[src/rtl/dram_arbiter_pkg.sv]
// Shared constants and FSM encoding for the DRAM arbiter and the DRAM controller.
package dram_arbiter_pkg;

  typedef enum logic [2:0] {
    ARB,
    GNT_DW,
    GNT_DR,
    GNT_IR,
    RECOVER
  } state_t;

  localparam int BLOCK_SIZE_I_DEF   = 16;
  localparam int BLOCK_SIZE_D_DEF   = 8;
  localparam int RECOVER_CYCLES_DEF = 3;

endpackage

[src/rtl/dram_arbiter.sv]
// Arbitrates I_Cache fills, D_Cache fills and D_Cache write-backs onto one DRAM controller.
// state   | meaning
// ARB     | idle, choosing the next burst
// GNT_DW  | D_Cache write-back burst in progress
// GNT_DR  | D_Cache fill burst in progress
// GNT_IR  | I_Cache fill burst in progress
// RECOVER | idle gap after a burst before the next grant
module dram_arbiter
  import dram_arbiter_pkg::*;
#(
  parameter int BLOCK_SIZE_I   = BLOCK_SIZE_I_DEF,
  parameter int BLOCK_SIZE_D   = BLOCK_SIZE_D_DEF,
  parameter int RECOVER_CYCLES = RECOVER_CYCLES_DEF
) (
  input  logic        clock,
  input  logic        rst,
  input  logic        ic_rd_req,
  input  logic [31:0] ic_rd_addr,
  output logic [31:0] ic_rd_data,
  output logic        ic_rd_val,
  input  logic        dc_wr_req,
  input  logic [31:0] dc_wr_addr,
  input  logic [31:0] dc_wr_data,
  output logic        dc_wr_val,
  input  logic        dc_rd_req,
  input  logic [31:0] dc_rd_addr,
  output logic [31:0] dc_rd_data,
  output logic        dc_rd_val,
  output logic        dram_wr_req,
  output logic [31:0] dram_wr_addr,
  output logic [31:0] dram_wr_data,
  input  logic        dram_wr_val,
  output logic        idrd_req,
  output logic        dram_rd_req,
  output logic [31:0] dram_rd_addr,
  input  logic [31:0] dram_rd_data,
  input  logic        dram_rd_val
);

  localparam logic [3:0] LAST_I   = 4'(BLOCK_SIZE_I - 1);
  localparam logic [3:0] LAST_D   = 4'(BLOCK_SIZE_D - 1);
  localparam logic [7:0] REC_LOAD = 8'(RECOVER_CYCLES - 1);

  state_t      state, next_state;
  logic [3:0]  beat_cnt;
  logic [7:0]  rec_cnt;
  logic        last_i;
  logic        strobe, last_beat, d_want;

  always_ff @(posedge clock or negedge rst) begin
    if (!rst) state <= ARB;
    else      state <= next_state;
  end

  always_comb begin
    next_state = state;
    strobe     = 1'b0;
    last_beat  = 1'b0;
    d_want     = dc_wr_req | dc_rd_req;
    case (state)
      ARB: begin
        // On contention the side that did not win last time goes next.
        if (ic_rd_req && (!d_want || !last_i)) next_state = GNT_IR;
        else if (d_want)                       next_state = dc_wr_req ? GNT_DW : GNT_DR;
      end
      GNT_DW: begin
        strobe    = dram_wr_val;
        last_beat = strobe && (beat_cnt == LAST_D);
      end
      GNT_DR: begin
        strobe    = dram_rd_val;
        last_beat = strobe && (beat_cnt == LAST_D);
      end
      GNT_IR: begin
        strobe    = dram_rd_val;
        last_beat = strobe && (beat_cnt == LAST_I);
      end
      RECOVER: begin
        if (rec_cnt == 8'd0) next_state = ARB;
      end
      default: next_state = ARB;
    endcase
    if (last_beat) next_state = RECOVER;

    // Requests drop with the final strobe so the controller never starts a second burst.
    dram_wr_req = (state == GNT_DW) && !last_beat;
    dram_rd_req = ((state == GNT_DR) || (state == GNT_IR)) && !last_beat;
    ic_rd_val   = dram_rd_val && (state == GNT_IR);
    dc_rd_val   = dram_rd_val && (state == GNT_DR);
    dc_wr_val   = dram_wr_val && (state == GNT_DW);
  end

  always_ff @(posedge clock or negedge rst) begin
    if (!rst) begin
      beat_cnt <= 4'd0;
      rec_cnt  <= 8'd0;
      last_i   <= 1'b1;
      idrd_req <= 1'b0;
    end else begin
      if (next_state == ARB && state != ARB) beat_cnt <= 4'd0;
      else if (strobe)                       beat_cnt <= beat_cnt + 4'd1;

      if (last_beat)                                rec_cnt <= REC_LOAD;
      else if (state == RECOVER && rec_cnt != 8'd0) rec_cnt <= rec_cnt - 8'd1;

      if (state == ARB && next_state != ARB) begin
        last_i <= (next_state == GNT_IR);
        if (next_state == GNT_IR)      idrd_req <= 1'b1;
        else if (next_state == GNT_DR) idrd_req <= 1'b0;
      end
    end
  end

  assign dram_wr_addr = dc_wr_addr;
  assign dram_wr_data = dc_wr_data;
  assign dram_rd_addr = idrd_req ? ic_rd_addr : dc_rd_addr;
  assign ic_rd_data   = dram_rd_data;
  assign dc_rd_data   = dram_rd_data;

endmodule

[config.mk]
export PLATFORM = sky130hd
export DESIGN_NAME = dram_arbiter
export DESIGN_NICKNAME = d
export VERILOG_FILES = /design/src/rtl/dram_arbiter_pkg.sv /design/src/rtl/dram_arbiter.sv
export SDC_FILE = /design/constraint.sdc
export NUM_CORES = 1
export LEC_CHECK = 0
export BUFFER_PORTS_ARGS = -buffer_cell sky130_fd_sc_hd__buf_4
export CORE_AREA = 2 2 131 133
export DETAILED_ROUTE_END_ITERATION = 12
export DIE_AREA = 0 0 133 135
export SETUP_SLACK_MARGIN = 0.05
export SLEW_MARGIN = 10
export SYNTH_ARGS = -nofsm -noshare
export SYNTH_HDL_FRONTEND = slang
export SYNTH_SLANG_ARGS = --single-unit
[constraint.sdc]
create_clock -name clock -period 3.9 [get_ports clock]
set_clock_uncertainty 0.2 [all_clocks]
set_input_delay 0.39 -clock clock [delete_from_list [all_inputs] [get_ports clock]]
set_output_delay 0.39 -clock clock [all_outputs]
set_load 0.005 [all_outputs]
==> impl_metrics.tcl, run 1 <==
set metrics [dict create \
    status "complete, no violations" \
    combPwrFrac 0.577 \
    clock_latency_ns 0.24 \
    rsz0062_at_grt "no" \
    drv_cap 0 \
    relSlewSlack 0.641 \
    path_class "flop to primary output" \
    swShare 0.361 \
    grt_start_max_net_pins 34 \
    root_buffer "clkbuf_16" \
    routabilityCongestion 0.736 \
    area.growth.synth_to_final_pct 7.46 \
    path_cells "nand3b_1 -> o22ai_1 -> and4b_1 -> nor4_1 -> buf_4" \
    cts_resized 0 \
    initialDrtViolationCount 84 \
    crit_required_ns 3.31 \
    wl_per_cell_um 17.0 \
    clk_pin_slew_worst_paths_ns 0.05 \
    stdcell_count 466 \
    dr.pass1.iters 4 \
    drv_slew 0 \
    die_h_um 135 \
    grt_util_all_layers 0.0800 \
    syn_nets 437 \
    finish.net_count 416 \
    viasPerCell 3.37 \
    fin_crit_ns 2.60 \
    num_antenna_cells 0 \
    drc_errors 0 \
    p_int_uw 859 \
    start_util 0.142 \
    wl_mm 7.93 \
    vias 1572 \
    fin_setup_tns_ns 0 \
    numCtsBuffers 3 \
    post-route-util 0.153 \
    leakage_nw 1.12 \
    die_area_mm2 0.0180 \
    grt_pass1_wl_mm 10.3 \
    switching_power_uw 486 \
    hold_path.class "input port to flop" \
    drive_gt1_frac 0.614 \
    core_mm2 0.0164 \
    hpwl_mm 6.85 \
    critPathMaxStageDelay_ns 0.51 \
    timing.fmax_ghz 0.384 \
    yosysSeqAreaShare 0.183 \
    dp.cells 461 \
    syn_avg_cell_area_um2 8.70 \
    synth_area_mm2 0.00233 \
    grt_pass1_vias 1545 \
    num_rows 47 \
    final_common_cell "buf_4" \
    cts_buffer_depth 2 \
    slowest_stage "and4b_1" \
    final_cell_mix "buf_4, mux2_2, nor2_1, dfrtp_1, nor3_1" \
    crit_path_max_fanout 13 \
    syn-instance-count 268 \
    cts_tree "yes" \
    htreeDepth 1 \
    hold_ws_ns 0.224 \
    post_cts.repair.setup_buffers 0 \
    numClockSinks 17 \
    io_pins 333 \
    powerDensity_mw_per_mm2 536 \
    yosys_warnings 0 \
    fp.dieW_um 133 \
    fillers 1840 \
    peakVddDrop_uv 169 \
    dpl-instance-area_mm2 0.00242 \
    worst_slack_ns 1.30 \
    pre_cts_slack_ns 1.56 \
    antenna_left 0 \
    worst-slew-pin-transition_ns 0.534 \
    hold_viol 0 \
    clock_power_share 0.150 \
    critPathCaptureType "primary output" \
    port_buffers 108 \
    antenna_found_initial 0 \
    setup_violations 0 \
    start_kind "flop" \
    power.total_mw 1.34 \
    fin_crit_sh 0.668 \
    grt-ovfl-total 0 \
    cp_data_arrival_time_ns 2.01 \
    stdcell_area_mm2 0.00251 \
    synth-seq-cells 17 \
    synth_cell_types 38 \
    seqPwrFrac 0.273 \
]
## sequential cells by signal, indices dropped and copies added (netlist names)
name	cells
state	3
last_i	1
beat_cnt	4
rec_cnt	8
idrd_req	1
## synthesized netlist by cell type (all sizes together)
library cell | count | area [µm²]
a22oi | 1 | 7.51
and4b | 1 | 10.0
a21boi | 1 | 7.51
nor2b | 2 | 12.5
a21o | 1 | 7.51
buf | 133 | 997
nor3 | 8 | 40.0
a211oi | 3 | 22.5
or3b | 1 | 11.3
or3 | 1 | 6.26
xnor2 | 6 | 52.6
dfrtp | 16 | 400
nand2 | 5 | 18.8
o22ai | 1 | 6.26
nor4 | 1 | 6.26
a21oi | 7 | 46.3
inv | 6 | 22.5
o21a | 1 | 7.51
nor3b | 1 | 12.5
o21ai | 2 | 10.0
nand3b | 2 | 15.0
a21bo | 1 | 10.0
dfstp | 1 | 26.3
ha | 2 | 25.0
or2 | 1 | 6.26
nor4b | 1 | 23.8
nand3 | 3 | 15.0
mux2i | 3 | 30.0
nor2 | 16 | 60.1
clkbuf | 3 | 11.3
xor2 | 1 | 8.76
a211o | 2 | 17.5
mux2 | 33 | 372
nand4 | 1 | 6.26
## routing by layer
| metal | track usage | share of wire |
|---|---|---|
| met3 | 0.0657 | 0.19 |
| met2 | 0.126 | 0.47 |
| met4 | 0.0382 | 0.034 |
| met5 | 0 | 0 |
| met1 | 0.0747 | 0.31 |
## area by class of cell
type                    count  area, µm²  area share
clock buffers               4       78.8      0.0315
inverters                   6       22.5     0.00899
multi-input cells         109        875       0.349
flip-flops and latches     17        427       0.170
well taps                 220        275       0.110
repair buffers            110        828       0.331
## power groups by stage
| stage | logic (mW) | registers [mW] | clock network, mW |
|---|---|---|---|
| 2_1_floorplan | 0.600 | 0.332 | 0 |
| 3_3_place_gp | 0.785 | 0.364 | 0 |
| 6_report | 0.775 | 0.367 | 0.202 |
| 3_5_place_dp | 0.790 | 0.369 | 0 |
| 4_1_cts | 0.797 | 0.367 | 0.212 |
| 5_1_grt | 0.862 | 0.383 | 0.218 |
## critical path, delay by kind of cell (launching register included)
| family | cells | cell delay, ns |
|---|---|---|
| buf+inv | 1 | 0.16 |
| simple gates | 3 | 0.93 |
| flops | 1 | 0.47 |
| compound gates | 1 | 0.20 |
## logic make-up after synthesis
group | after synthesis | synth area share
compound gates | 20 | 0.0612
simple gates | 44 | 0.105
xor+xnor | 7 | 0.0263
flops | 17 | 0.183
fa+ha+maj | 2 | 0.0107
mux | 36 | 0.172
buf+inv | 142 | 0.442
## path summary, 6_finish.rpt
path,from,end,slack [ns],depth (start not counted)
max in group asynchronous,rst,last_i,2.88,2
min in group asynchronous,rst,rec_cnt[6],0.36,2
worst min register to register,idrd_req,idrd_req,0.31,1
worst min-delay path,dc_wr_req,last_i,0.22,3
worst max register to register,rec_cnt[0],beat_cnt[3],1.96,6
worst max-delay path,state[1],dram_wr_req,1.30,5
## timing repair
action / 4_1_cts / 5_1_grt
endpoints found under the hold margin: 16 / 0
hold buffers: 1 / 0
endpoints found under the setup margin: 0 / 0
No activity file was read; power rests on OpenSTA's default activity.
==> run 2, diff against run 1 <==
Settings changed: ABC_AREA set to 1, CORE_AREA 2 2 131 133 to 2 2 129 131, DIE_AREA 0 0 133 135 to 0 0 131 133.
Clock period 3.9 ns to 2.4 ns, I/O delays scaled along.
==> impl_metrics.tcl, run 2 <==
set metrics [dict create \
    status "complete, no violations" \
    dp.cells 560 \
    drv_cap 0 \
    dr.pass1.iters 4 \
    core_mm2 0.0162 \
    numCtsBuffers 3 \
    post_cts.repair.setup_buffers 0 \
    peakVddDrop_uv 298 \
    io_pins 333 \
    timing.fmax_ghz 0.489 \
    worst-slew-pin-transition_ns 0.381 \
    yosysSeqAreaShare 0.171 \
    finish.net_count 515 \
    power.total_mw 2.46 \
    async_flop_share 1.00 \
    crit_path_max_fanout 11 \
    critPathMaxStageDelay_ns 0.37 \
    hold_viol 0 \
    syn-instance-count 366 \
    worst_slack_ns 0.356 \
    cp_data_arrival_time_ns 1.60 \
    synth_top_cell_by_area "buf_4" \
    fin_crit_sh 0.852 \
    pre_cts_slack_ns 0.529 \
    rsz0062_at_grt "no" \
    die_area_mm2 0.0174 \
    reg_top3 "rec_cnt: 8 flops, beat_cnt: 4 flops, state: 3 flops" \
    final_cell_mix "nand2_1, buf_4, dfrtp_1" \
    fp.dieW_um 131 \
    relSlewSlack 0.746 \
    synth_common_cells "buf_4, nand2_1, dfrtp_1" \
    largest_register_ffs 8 \
    p_int_mw 1.37 \
    vias 1924 \
    synth_ff_type "dfrtp_1" \
    wl_mm 6.44 \
    path_class "flop to primary output" \
    top_register "rec_cnt" \
    wl_per_cell_um 11.4 \
    seqPwrFrac 0.219 \
    numClockSinks 17 \
    path_cells "ha_1 -> nand2_1 -> nor2_1 -> nand3_2 -> nand2_4 -> nor3_1 -> buf_4" \
    drv_slew 0 \
    viasPerCell 3.41 \
    htreeDepth 1 \
    clock_power_share 0.140 \
    clock_latency_ns 0.25 \
    num_antenna_cells 0 \
    synth-seq-cells 17 \
    combPwrFrac 0.642 \
    critPathCaptureType "primary output" \
    hpwl_mm 5.25 \
    leakage_nw 1.43 \
    yosysTopAreaCellShare 0.386 \
    start_util 0.154 \
    setup_violations 0 \
    synth_edf_count 0 \
    cts_tree "yes" \
    port_buffers 108 \
    initialDrtViolationCount 89 \
    grt_pass1_wl_mm 9.58 \
    syn_avg_cell_area_um2 6.80 \
    hold_path.class "input port to flop" \
    start_kind "flop" \
    fin_crit_ns 2.04 \
    slowest_stage "dfrtp_1" \
    grt_start_max_net_pins 34 \
    stdcell_count 565 \
    grt-ovfl-total 0 \
    grt_pass1_vias 1834 \
    synth_area_mm2 0.00249 \
    syn_nets 535 \
    antenna_found_initial 0 \
    routabilityCongestion 0.733 \
    root_buffer "clkbuf_16" \
    fin_setup_tns_ns 0 \
    swShare 0.441 \
    switching_power_mw 1.08 \
    synth_cell_types 31 \
    yosys_warnings 0 \
    clk_pin_slew_worst_paths_ns 0.06 \
    synthTopCellsByArea "buf_4, nand2_1, dfrtp_1" \
    yosysMostFrequentCell "buf_4" \
    powerDensity_mw_per_mm2 919 \
    num_rows 47 \
    antenna_left 0 \
    cts_buffer_depth 2 \
    die_h_um 133 \
    grt_util_all_layers 0.0701 \
    final_common_cell "nand2_1" \
    drc_errors 0 \
    crit_required_ns 1.96 \
    drive_gt1_frac 0.435 \
    area.growth.synth_to_final_pct 7.39 \
]
-- run 2: worst paths after layout --
check                       startpoint           to  slack (ns)  cells past startpoint
min in group asynchronous          rst     state[1]        0.20                      2
setup reg to reg            rec_cnt[0]  beat_cnt[3]        0.54                      9
hold / removal               ic_rd_req     state[0]        0.19                      5
setup / recovery           beat_cnt[0]  dram_wr_req        0.36                      7
max in group asynchronous          rst       last_i        1.55                      2
hold reg to reg                 last_i       last_i        0.27                      2
-- run 2: power by group through the flow --
stage | Sequential (mW) | Clock, mW | Combinational [mW]
after floorplan | 0.515 | 0 | 1.09
after global placement | 0.545 | 0 | 1.59
after detailed placement | 0.543 | 0 | 1.60
after CTS | 0.538 | 0.353 | 1.61
after global routing | 0.556 | 0.370 | 1.80
final | 0.537 | 0.343 | 1.58
-- run 2: per-layer routing --
metal / vias to the layer above / wire (µm) / track usage
met1: 820 / 2330 / 0.0763
met3: 41 / 861 / 0.0433
met4: 0 / 304 / 0.0366
met2: 128 / 2940 / 0.105
li1: 935 / - / -
met5: - / 0 / 0
-- run 2: timing repair --
action,CTS,global route
hold buffers,1,0
hold endpoints to repair,17,0
endpoints found under the setup margin,0,0
resized for setup,0,0
-- run 2: logic make-up (layout without fill, tap and decap cells) --
kind of cell,after synthesis,in the layout,synth area share
xor+xnor,9,9,0.0317
buf+inv,158,137,0.441
simple gates,167,167,0.302
compound gates,13,13,0.0447
flops,17,17,0.171
fa+ha+maj,2,2,0.0100
-- run 2: metrics by stage --
step                instance area, µm²  hold slack (ns)   util
finish                            2670            0.188  0.165
global placement                  2580          -0.0796  0.160
floorplan                         2490           -0.256      -
detailed placement                2580          -0.0797  0.160
CTS                               2670            0.181  0.165
global route                      2670            0.221  0.165
-- run 2: area by class of cell --
class	instances	area, µm²
tap	220	275
clock inverter	1	5.00
inverter	22	90.1
sequential	17	427
fill	1835	13500
timing repair buffer	111	836
multi-input combinational	191	966
clock buffer	3	75.1
-- run 2: critical path, delay by kind of cell (launching register included) --
family,cells,cell delay (ns)
simple gates,5,0.62
flops,1,0.37
fa+ha+maj,1,0.21
buf+inv,1,0.15
